### src/rtl/window_gen_kxk_pkg.sv
// Shared constants and elaboration helpers for the KxK window generator.
package window_gen_kxk_pkg;

  localparam int KSIZE_MAX  = 7;
  localparam int STRIDE_MIN = 1;
  localparam int STRIDE_MAX = 2;

  // Bits needed to hold 0..value-1; never less than 1.
  function automatic int clog2(input int value);
    int result;
    result = 1;
    while ((1 << result) < value) result++;
    return result;
  endfunction

  function automatic bit stride_is_legal(input int stride);
    return (stride == STRIDE_MIN) || (stride == STRIDE_MAX);
  endfunction

  // Element index of window position (i,j); multiply by DATA_WIDTH for the bit offset.
  function automatic int WIN_IDX(input int i, input int j, input int k);
    return i * k + j;
  endfunction

endpackage

### src/rtl/window_gen_kxk_if.sv
// Pixel stream in, flattened KxK window out; slave side is the window generator.
interface window_gen_kxk_if #(
  parameter int DATA_WIDTH = 32,
  parameter int KSIZE      = 3
);
  logic                                data_valid_in;
  logic                                frame_start_in;
  logic [DATA_WIDTH-1:0]               data_in;
  logic [KSIZE*KSIZE*DATA_WIDTH-1:0]   window_out;
  logic                                valid_out;
  logic                                frame_done;

  modport master (
    output data_valid_in, frame_start_in, data_in,
    input  window_out, valid_out, frame_done
  );

  modport slave (
    input  data_valid_in, frame_start_in, data_in,
    output window_out, valid_out, frame_done
  );
endinterface

### src/rtl/window_gen_kxk_line_buffer.sv
// Pixel delay line: dout is the pixel shifted in IMG_WIDTH enables earlier.
// Shifts only while en is high; contents hold otherwise.
module line_buffer #(
  parameter int DATA_WIDTH = 32,
  parameter int IMG_WIDTH  = 30
) (
  input  logic                  clk,
  input  logic                  rst,
  input  logic                  en,
  input  logic [DATA_WIDTH-1:0] din,
  output logic [DATA_WIDTH-1:0] dout
);
  logic [DATA_WIDTH-1:0] mem_q [IMG_WIDTH];
  logic [DATA_WIDTH-1:0] mem_d [IMG_WIDTH];

  always_comb begin
    mem_d = mem_q;
    if (en) begin
      mem_d[0] = din;
      for (int i = 1; i < IMG_WIDTH; i++) mem_d[i] = mem_q[i-1];
    end
  end

  always_ff @(posedge clk or posedge rst) begin
    if (rst) begin
      for (int i = 0; i < IMG_WIDTH; i++) mem_q[i] <= '0;
    end else begin
      mem_q <= mem_d;
    end
  end

  assign dout = mem_q[IMG_WIDTH-1];
endmodule

### src/rtl/window_gen_kxk.sv
// KxK sliding-window generator with row/column tracking and stride; window, valid and
// frame_done register on the accepting edge. No back-pressure: one pixel per cycle max.
module window_gen_kxk
  import window_gen_kxk_pkg::*;
#(
  parameter int DATA_WIDTH = 32,
  parameter int IMG_WIDTH  = 30,
  parameter int IMG_HEIGHT = 30,
  parameter int KSIZE      = 3,
  parameter int STRIDE     = 1
) (
  input  logic      clk,
  input  logic      resetn,
  window_gen_kxk_if.slave win_if
);
  localparam int CW = clog2(IMG_WIDTH);
  localparam int RW = clog2(IMG_HEIGHT);
  localparam int PW = clog2(STRIDE);
  localparam logic [CW-1:0] COL_LAST = CW'(IMG_WIDTH - 1);
  localparam logic [CW-1:0] COL_K1   = CW'(KSIZE - 1);
  localparam logic [RW-1:0] ROW_LAST = RW'(IMG_HEIGHT - 1);
  localparam logic [RW-1:0] ROW_K1   = RW'(KSIZE - 1);
  localparam logic [PW-1:0] PH_LAST  = PW'(STRIDE - 1);

  if (KSIZE < 2 || KSIZE > KSIZE_MAX) begin : g_bad_ksize
    $error("window_gen_kxk: KSIZE must be 2..%0d", KSIZE_MAX);
  end
  if (!stride_is_legal(STRIDE)) begin : g_bad_stride
    $error("window_gen_kxk: STRIDE must be 1 or 2");
  end
  if (IMG_WIDTH < KSIZE || IMG_HEIGHT < KSIZE) begin : g_bad_dims
    $error("window_gen_kxk: image smaller than kernel");
  end
  // The last pixel of a frame must land on a stride-aligned window.
  if (STRIDE == 2 && ((((IMG_WIDTH - KSIZE) & 1) != 0) || (((IMG_HEIGHT - KSIZE) & 1) != 0))) begin : g_bad_align
    $error("window_gen_kxk: IMG-KSIZE must be a multiple of STRIDE");
  end

  logic                  accept;
  logic                  qualify;
  logic [CW-1:0]         col_q, col_d, col_cur;
  logic [RW-1:0]         row_q, row_d, row_cur;
  logic [PW-1:0]         cph_q, cph_d, cph_cur;
  logic [PW-1:0]         rph_q, rph_d, rph_cur;
  logic                  valid_q, valid_d;
  logic                  done_q, done_d;
  logic [DATA_WIDTH-1:0] win_q  [KSIZE][KSIZE];
  logic [DATA_WIDTH-1:0] win_d  [KSIZE][KSIZE];
  logic [DATA_WIDTH-1:0] lb_in  [KSIZE-1];
  logic [DATA_WIDTH-1:0] lb_out [KSIZE-1];
  logic [KSIZE*KSIZE*DATA_WIDTH-1:0] win_flat;

  assign accept = win_if.data_valid_in;

  for (genvar n = 0; n < KSIZE - 1; n++) begin : g_lb
    if (n == 0) begin : g_head
      assign lb_in[n] = win_if.data_in;
    end else begin : g_tail
      assign lb_in[n] = lb_out[n-1];
    end
    line_buffer #(
      .DATA_WIDTH(DATA_WIDTH),
      .IMG_WIDTH (IMG_WIDTH)
    ) u_line_buffer (
      .clk (clk),
      .rst (resetn),
      .en  (accept),
      .din (lb_in[n]),
      .dout(lb_out[n])
    );
  end

  // Position of the pixel being presented; frame_start forces (0,0).
  always_comb begin
    col_cur = col_q;
    row_cur = row_q;
    cph_cur = cph_q;
    rph_cur = rph_q;
    if (win_if.frame_start_in) begin
      col_cur = '0;
      row_cur = '0;
      cph_cur = '0;
      rph_cur = '0;
    end
    qualify = (col_cur >= COL_K1) && (row_cur >= ROW_K1) && (cph_cur == '0) && (rph_cur == '0);

    col_d   = col_q;
    row_d   = row_q;
    cph_d   = cph_q;
    rph_d   = rph_q;
    valid_d = 1'b0;
    done_d  = 1'b0;
    if (accept) begin
      valid_d = qualify;
      done_d  = qualify && (col_cur == COL_LAST) && (row_cur == ROW_LAST);
      if (col_cur == COL_LAST) begin
        col_d = '0;
        cph_d = '0;
        if (row_cur == ROW_LAST) begin
          row_d = '0;
          rph_d = '0;
        end else begin
          row_d = row_cur + 1'b1;
          rph_d = ((row_cur + 1'b1 == ROW_K1) || (rph_cur == PH_LAST)) ? '0 : rph_cur + 1'b1;
        end
      end else begin
        col_d = col_cur + 1'b1;
        row_d = row_cur;
        rph_d = rph_cur;
        cph_d = ((col_cur + 1'b1 == COL_K1) || (cph_cur == PH_LAST)) ? '0 : cph_cur + 1'b1;
      end
    end
  end

  always_comb begin
    win_d = win_q;
    if (accept) begin
      for (int i = 0; i < KSIZE; i++) begin
        for (int j = 0; j < KSIZE - 1; j++) win_d[i][j] = win_q[i][j+1];
      end
      for (int i = 0; i < KSIZE - 1; i++) win_d[i][KSIZE-1] = lb_out[KSIZE-2-i];
      win_d[KSIZE-1][KSIZE-1] = win_if.data_in;
    end
  end

  always_comb begin
    win_flat = '0;
    for (int i = 0; i < KSIZE; i++) begin
      for (int j = 0; j < KSIZE; j++) begin
        win_flat[WIN_IDX(i, j, KSIZE)*DATA_WIDTH +: DATA_WIDTH] = win_q[i][j];
      end
    end
  end

  always_ff @(posedge clk or posedge resetn) begin
    if (resetn) begin
      col_q   <= '0;
      row_q   <= '0;
      cph_q   <= '0;
      rph_q   <= '0;
      valid_q <= 1'b0;
      done_q  <= 1'b0;
      for (int i = 0; i < KSIZE; i++) begin
        for (int j = 0; j < KSIZE; j++) win_q[i][j] <= '0;
      end
    end else begin
      col_q   <= col_d;
      row_q   <= row_d;
      cph_q   <= cph_d;
      rph_q   <= rph_d;
      valid_q <= valid_d;
      done_q  <= done_d;
      win_q   <= win_d;
    end
  end

  assign win_if.window_out = win_flat;
  assign win_if.valid_out  = valid_q;
  assign win_if.frame_done = done_q;
endmodule

### src/flat_wrapper.sv
// flat-port wrapper written by rule: the top's interface ports become plain ports
module window_gen_kxk_flat import window_gen_kxk_pkg::*;
#(
  parameter int DATA_WIDTH = 32,
  parameter int IMG_WIDTH  = 30,
  parameter int IMG_HEIGHT = 30,
  parameter int KSIZE      = 3,
  parameter int STRIDE     = 1
)
  (clk, resetn, win_if_data_valid_in, win_if_frame_start_in, win_if_data_in, win_if_window_out, win_if_valid_out, win_if_frame_done);
  window_gen_kxk_if #(.DATA_WIDTH(DATA_WIDTH), .KSIZE(KSIZE)) win_if_i ();
  input  logic clk;
  input  logic resetn;
  input wire logic [$bits(win_if_i.data_valid_in)-1:0] win_if_data_valid_in;
  input wire logic [$bits(win_if_i.frame_start_in)-1:0] win_if_frame_start_in;
  input wire logic [$bits(win_if_i.data_in)-1:0] win_if_data_in;
  output wire logic [$bits(win_if_i.window_out)-1:0] win_if_window_out;
  output wire logic [$bits(win_if_i.valid_out)-1:0] win_if_valid_out;
  output wire logic [$bits(win_if_i.frame_done)-1:0] win_if_frame_done;
  assign win_if_i.data_valid_in = win_if_data_valid_in;
  assign win_if_i.frame_start_in = win_if_frame_start_in;
  assign win_if_i.data_in = win_if_data_in;
  assign win_if_window_out = win_if_i.window_out;
  assign win_if_valid_out = win_if_i.valid_out;
  assign win_if_frame_done = win_if_i.frame_done;
  window_gen_kxk #(.DATA_WIDTH(DATA_WIDTH), .IMG_WIDTH(IMG_WIDTH), .IMG_HEIGHT(IMG_HEIGHT), .KSIZE(KSIZE), .STRIDE(STRIDE)) u_core (.clk(clk), .resetn(resetn), .win_if(win_if_i));
endmodule
### config.mk
export PLATFORM = sky130hd
export DESIGN_NAME = window_gen_kxk_flat
export DESIGN_NICKNAME = d
export VERILOG_FILES = /design/src/rtl/window_gen_kxk_pkg.sv /design/src/rtl/window_gen_kxk_if.sv /design/src/rtl/window_gen_kxk_line_buffer.sv /design/src/rtl/window_gen_kxk.sv /design/src/flat_wrapper.sv
export SDC_FILE = /design/constraint.sdc
export NUM_CORES = 2
export LEC_CHECK = 0
export ABC_AREA = 1
export CAP_MARGIN = 0
export CORE_ASPECT_RATIO = 0.9
export CORE_MARGIN = 10
export CORE_UTILIZATION = 65
export CTS_BUF_LIST = sky130_fd_sc_hd__clkbuf_8 sky130_fd_sc_hd__clkbuf_16
export DETAILED_ROUTE_END_ITERATION = 10
export PLACE_DENSITY = 0.84
export SLEW_MARGIN = 15
export SYNTH_ARGS = -nofsm -noshare
export SYNTH_HDL_FRONTEND = slang
export SYNTH_HIERARCHICAL = 1
export SYNTH_SLANG_ARGS = --single-unit
### constraint.sdc
create_clock -name clk -period 114.8 [get_ports clk]
set_input_delay 28.7 -clock clk [delete_from_list [all_inputs] [get_ports clk]]
set_output_delay 28.7 -clock clk [all_outputs]
set_load 0.1 [all_outputs]
==> run summary <==
Via density: 5.160
Cell count after synthesis: 9468
Max Slew Vio Count: 0
Share of cells above drive strength 1: 0.04039
Worst hold path type: reg -> reg
Clock sinks: 2222
Mapped Area: 0.08410 mm^2
DRT iter0 DRCs: 5439
CTS tree: built
Cell Chain, Critical Path: clkdlybuf4s50_1 -> inv_8 -> buf_16 -> buf_4 -> buf_4 -> buf_4 -> buf_4 -> buf_4
Switching fraction of total power: 0.2529
Post-route design area: 0.09360 mm^2
CP startpoint: resetn
Overall routing resource usage: 0.2275
Fillers: 8639
Max Clock Skew: 0.02445 ns
CP delay by family, top: buffers and inverters
CP arrival: 34.50 ns
Final min period: 33.63 ns
Routed vias: 58680
Maximum clock frequency: 29.73 MHz
EDFF count, synth: 0
Setup crit end kind: asynchronous set/reset pin
XOR/XNOR Fraction of Synth Area: 0.0003124
Placed Area: 0.08688 mm^2
Combinational family with the most area after synthesis: simple AND/OR/NAND/NOR gates
Maxcap violations: 0
Post-Route WL: 163.1 mm
Fin cells: 11370
CORE AREA: 0.1287 mm^2
Antenna violation net count after detailed routing: 0
# IOs: 326
Status: finished, final reports clean
CP required: 115.66 ns
Reg clk slew, reported paths: 0.06 ns
H-tree depth: 4
Hold Crit Depth: 2
Area taken by flip-flops and latches: 0.05560 mm^2
Period utilization: 0.2930
Hold Startpoint: u_core/g_lb[0].u_line_buffer/mem_q[315]$_DFFE_PP0P_
Pint: 1.260 mW
Largest net degree at the start of global routing: 259
Worst relative slew slack: 0.1345
FFs w/ async S/R, synth: 1.000
Post-DP HPWL: 91.49 mm
Fin. Hold Viols: 0
Drt first pass iters: 6
Max Root-Sink Buffers: 3
R2R depth: 8
Synth Area in Simple Gates: 0.2936
GR Overflow Total: 0
Leakage: 53.68 nW
Root buffer cell: clkbuf_16
Die Span Y: 361.2 um
Antenna violations before repair: 1
Netlist cell types: 28
Finish-stage setup viols: 0
Syn nets: 9507
Placer congestion estimate: 0.8063
Post-Synth Adder-Cell Area: 0.0004463
DIE AREA: 0.1442 mm^2
Reg2Reg Launch Point: u_core/col_q[0]$_DFFE_PP0P_
TritonCTS buffer count: 203
DRC: 0
Clock latency on the worst-skew pair: 0.83 ns
Average size of a mapped cell: 8.882 um^2
VDD IR max: 0.01545 mV
Share of power burned in registers: 0.518
Post-CTS Setup Repair Bufs: 0
Crit-path max FO: 92
Nets: 9536
Cell mode on critical path: buf_4
Post-CTS sizing: 0
WL/cell: 14.34 um
Sequential fraction of the synthesis area: 0.6612
Tot Pwr: 1.687 mW
CP Class: in -> async
Critical path's slowest cell: buf_4
RSZ-0062 raised after global routing: no
Clk pwr share: 0.396
Area Growth Syn to Fin: 11.30%
Port Buffers: 325
Initial Utilization: 0.6534
Max stage delay on crit path: 0.88 ns
Worst path depth: 8
Cell Rows: 125
Crit start category: input pin
First-pass GRT wire length: 279.9 mm
Switch Pwr: 0.4266 mW
Combinational share of power: 0.086
Compound-Gate Fraction of Synth Area: 0.004404
Buffers plus inverters on the worst setup path: 8
Hold slack: 0.4621 ns
Vias in the first global route: 57770
Post-route setup TNS: 0 ns
Worst-margin pin slew: 1.298 ns
Syn. warnings: 6
Area taken by multi-input logic gates: 0.02512 mm^2
Mux share of post-synthesis cell area: 0
Power Dens Cells: 18.02 mW/mm^2
Register bit count reported by yosys: 2222
Synth Flop Type: dfrtp_1
Chip Width: 399.2 um
Post-cts hold buffer count: 0
Post-Place Cells: 11010
==> Yosys cell counts, types with 3 or more instances <==
library cell / number / area share
nor2_1: 10 / 0.00045
nand3_1: 8 / 0.00048
nand2_1: 6536 / 0.29
ha_1: 3 / 0.00045
inv_2: 4 / 0.00018
clkbuf_1: 8 / 0.00036
buf_2: 402 / 0.024
dfrtp_1: 2222 / 0.66
o21ai_0: 65 / 0.0039
inv_1: 45 / 0.0020
buf_6: 12 / 0.0016
buf_4: 132 / 0.012
==> registers in the layout, indices dropped and copies added, names as in the netlist <==
register,cells
u_core/win_if.window_out,288
u_core/win_if.valid_out,1
u_core/cph_q,1
u_core/rph_q,1
u_core/row_q,5
u_core/g_lb.u_line_buffer/mem_q,1856
u_core/g_lb.u_line_buffer/dout,64
u_core/col_q,5
u_core/win_if.frame_done,1
==> per-stage QoR <==
stage                     setup slack [ns]  utilization
after floorplan                      59.10            -
after global placement               80.07       0.6749
after detailed placement             79.98       0.6749
after CTS                            80.86       0.7270
after global routing                 80.27       0.7272
final                                81.17       0.7272
==> cells by family (layout without fill, tap and decap cells) <==
family	count (synthesis)	count (layout)
AOI/OAI and AO/OA	71	71
xor gates and xnor gates	3	3
adders and majority gates	3	3
buffers and inverters	605	794
DFF	2222	2222
other	0	1
and+or+nand+nor	6564	6564
==> worst reg2reg max path, stage by stage, from the launching register on <==
cell	delay, ns
dfrtp_1	0.36
inv_1	0.05
nor2_1	0.23
ha_1	0.20
nand3_1	0.16
o21ai_2	0.26
inv_1	0.11
nand2_1	0.07
o21ai_0	0.07
==> cell usage in the layout, fill, tap and decap left out <==
cell	netlist	routed
a21oi_1	1	1
a21oi_2	1	1
and2_1	1	1
buf_12	0	9
buf_16	0	2
buf_4	132	49
bufinv_16	0	11
clkbuf_16	0	207
clkbuf_8	1	51
clkdlybuf4s50_1	0	319
clkinv_2	0	30
clkinv_8	0	2
clkinvlp_4	0	2
dfrtp_1	2222	2222
diode_2	0	1
ha_1	3	3
inv_1	45	95
inv_16	0	1
inv_2	4	1
inv_4	1	1
inv_6	0	8
inv_8	0	6
nand2_1	6536	6536
nand2_2	2	2
nand2_4	1	1
nand3_1	8	8
nand3_2	1	1
nor2_1	10	10
nor2_4	2	2
nor3_1	2	2
o21ai_0	65	65
o21ai_2	2	2
o21bai_1	1	1
o22ai_1	1	1
or2_2	1	1
xnor2_1	1	1
xor2_1	2	2
==> cell type report <==
cell class,instances,area share
inverters,50,0.002513
clock inverters,107,0.008729
diodes,1,0.00002673
multi-input cells,6641,0.2684
flip-flops and latches,2222,0.5940
clock buffers,258,0.06284
repair buffers,379,0.04055
well taps,1714,0.02291
==> power by group through the flow <==
stage                     clock [mW]  sequential [mW]  combinational, mW
after CTS                      0.682            0.873              0.148
after floorplan                    0            0.916             0.0828
after detailed placement           0            0.885              0.147
after global placement             0            0.883              0.141
final                          0.668            0.873              0.146
after global routing           0.714            0.880              0.163
==> metal layers <==
layer	global-route usage	vias up	wire, um
met5	0	-	0
li1	-	28350	-
met2	0.3710	1187	80980
met4	0.07263	0	4259
met1	0.3167	28830	71000
met3	0.03515	310	6819
==> path summary, 6_finish.rpt <==
check	slack [ns]	endpoint
worst max-delay path	81.17	u_core/g_lb[1].u_line_buffer/mem_q[554]$_DFFE_PP0P_
worst min-delay path	0.46	u_core/g_lb[0].u_line_buffer/mem_q[283]$_DFFE_PP0P_
worst max register to register	113.15	u_core/col_q[1]$_DFFE_PP0P_
worst min register to register	0.46	u_core/g_lb[0].u_line_buffer/mem_q[283]$_DFFE_PP0P_
max in group clk	82.47	u_core/g_lb[1].u_line_buffer/mem_q[546]$_DFFE_PP0P_
min in group asynchronous	28.61	u_core/g_lb[1].u_line_buffer/dout[18]$_DFFE_PP0P_
Power figures use the tool's default switching activity.
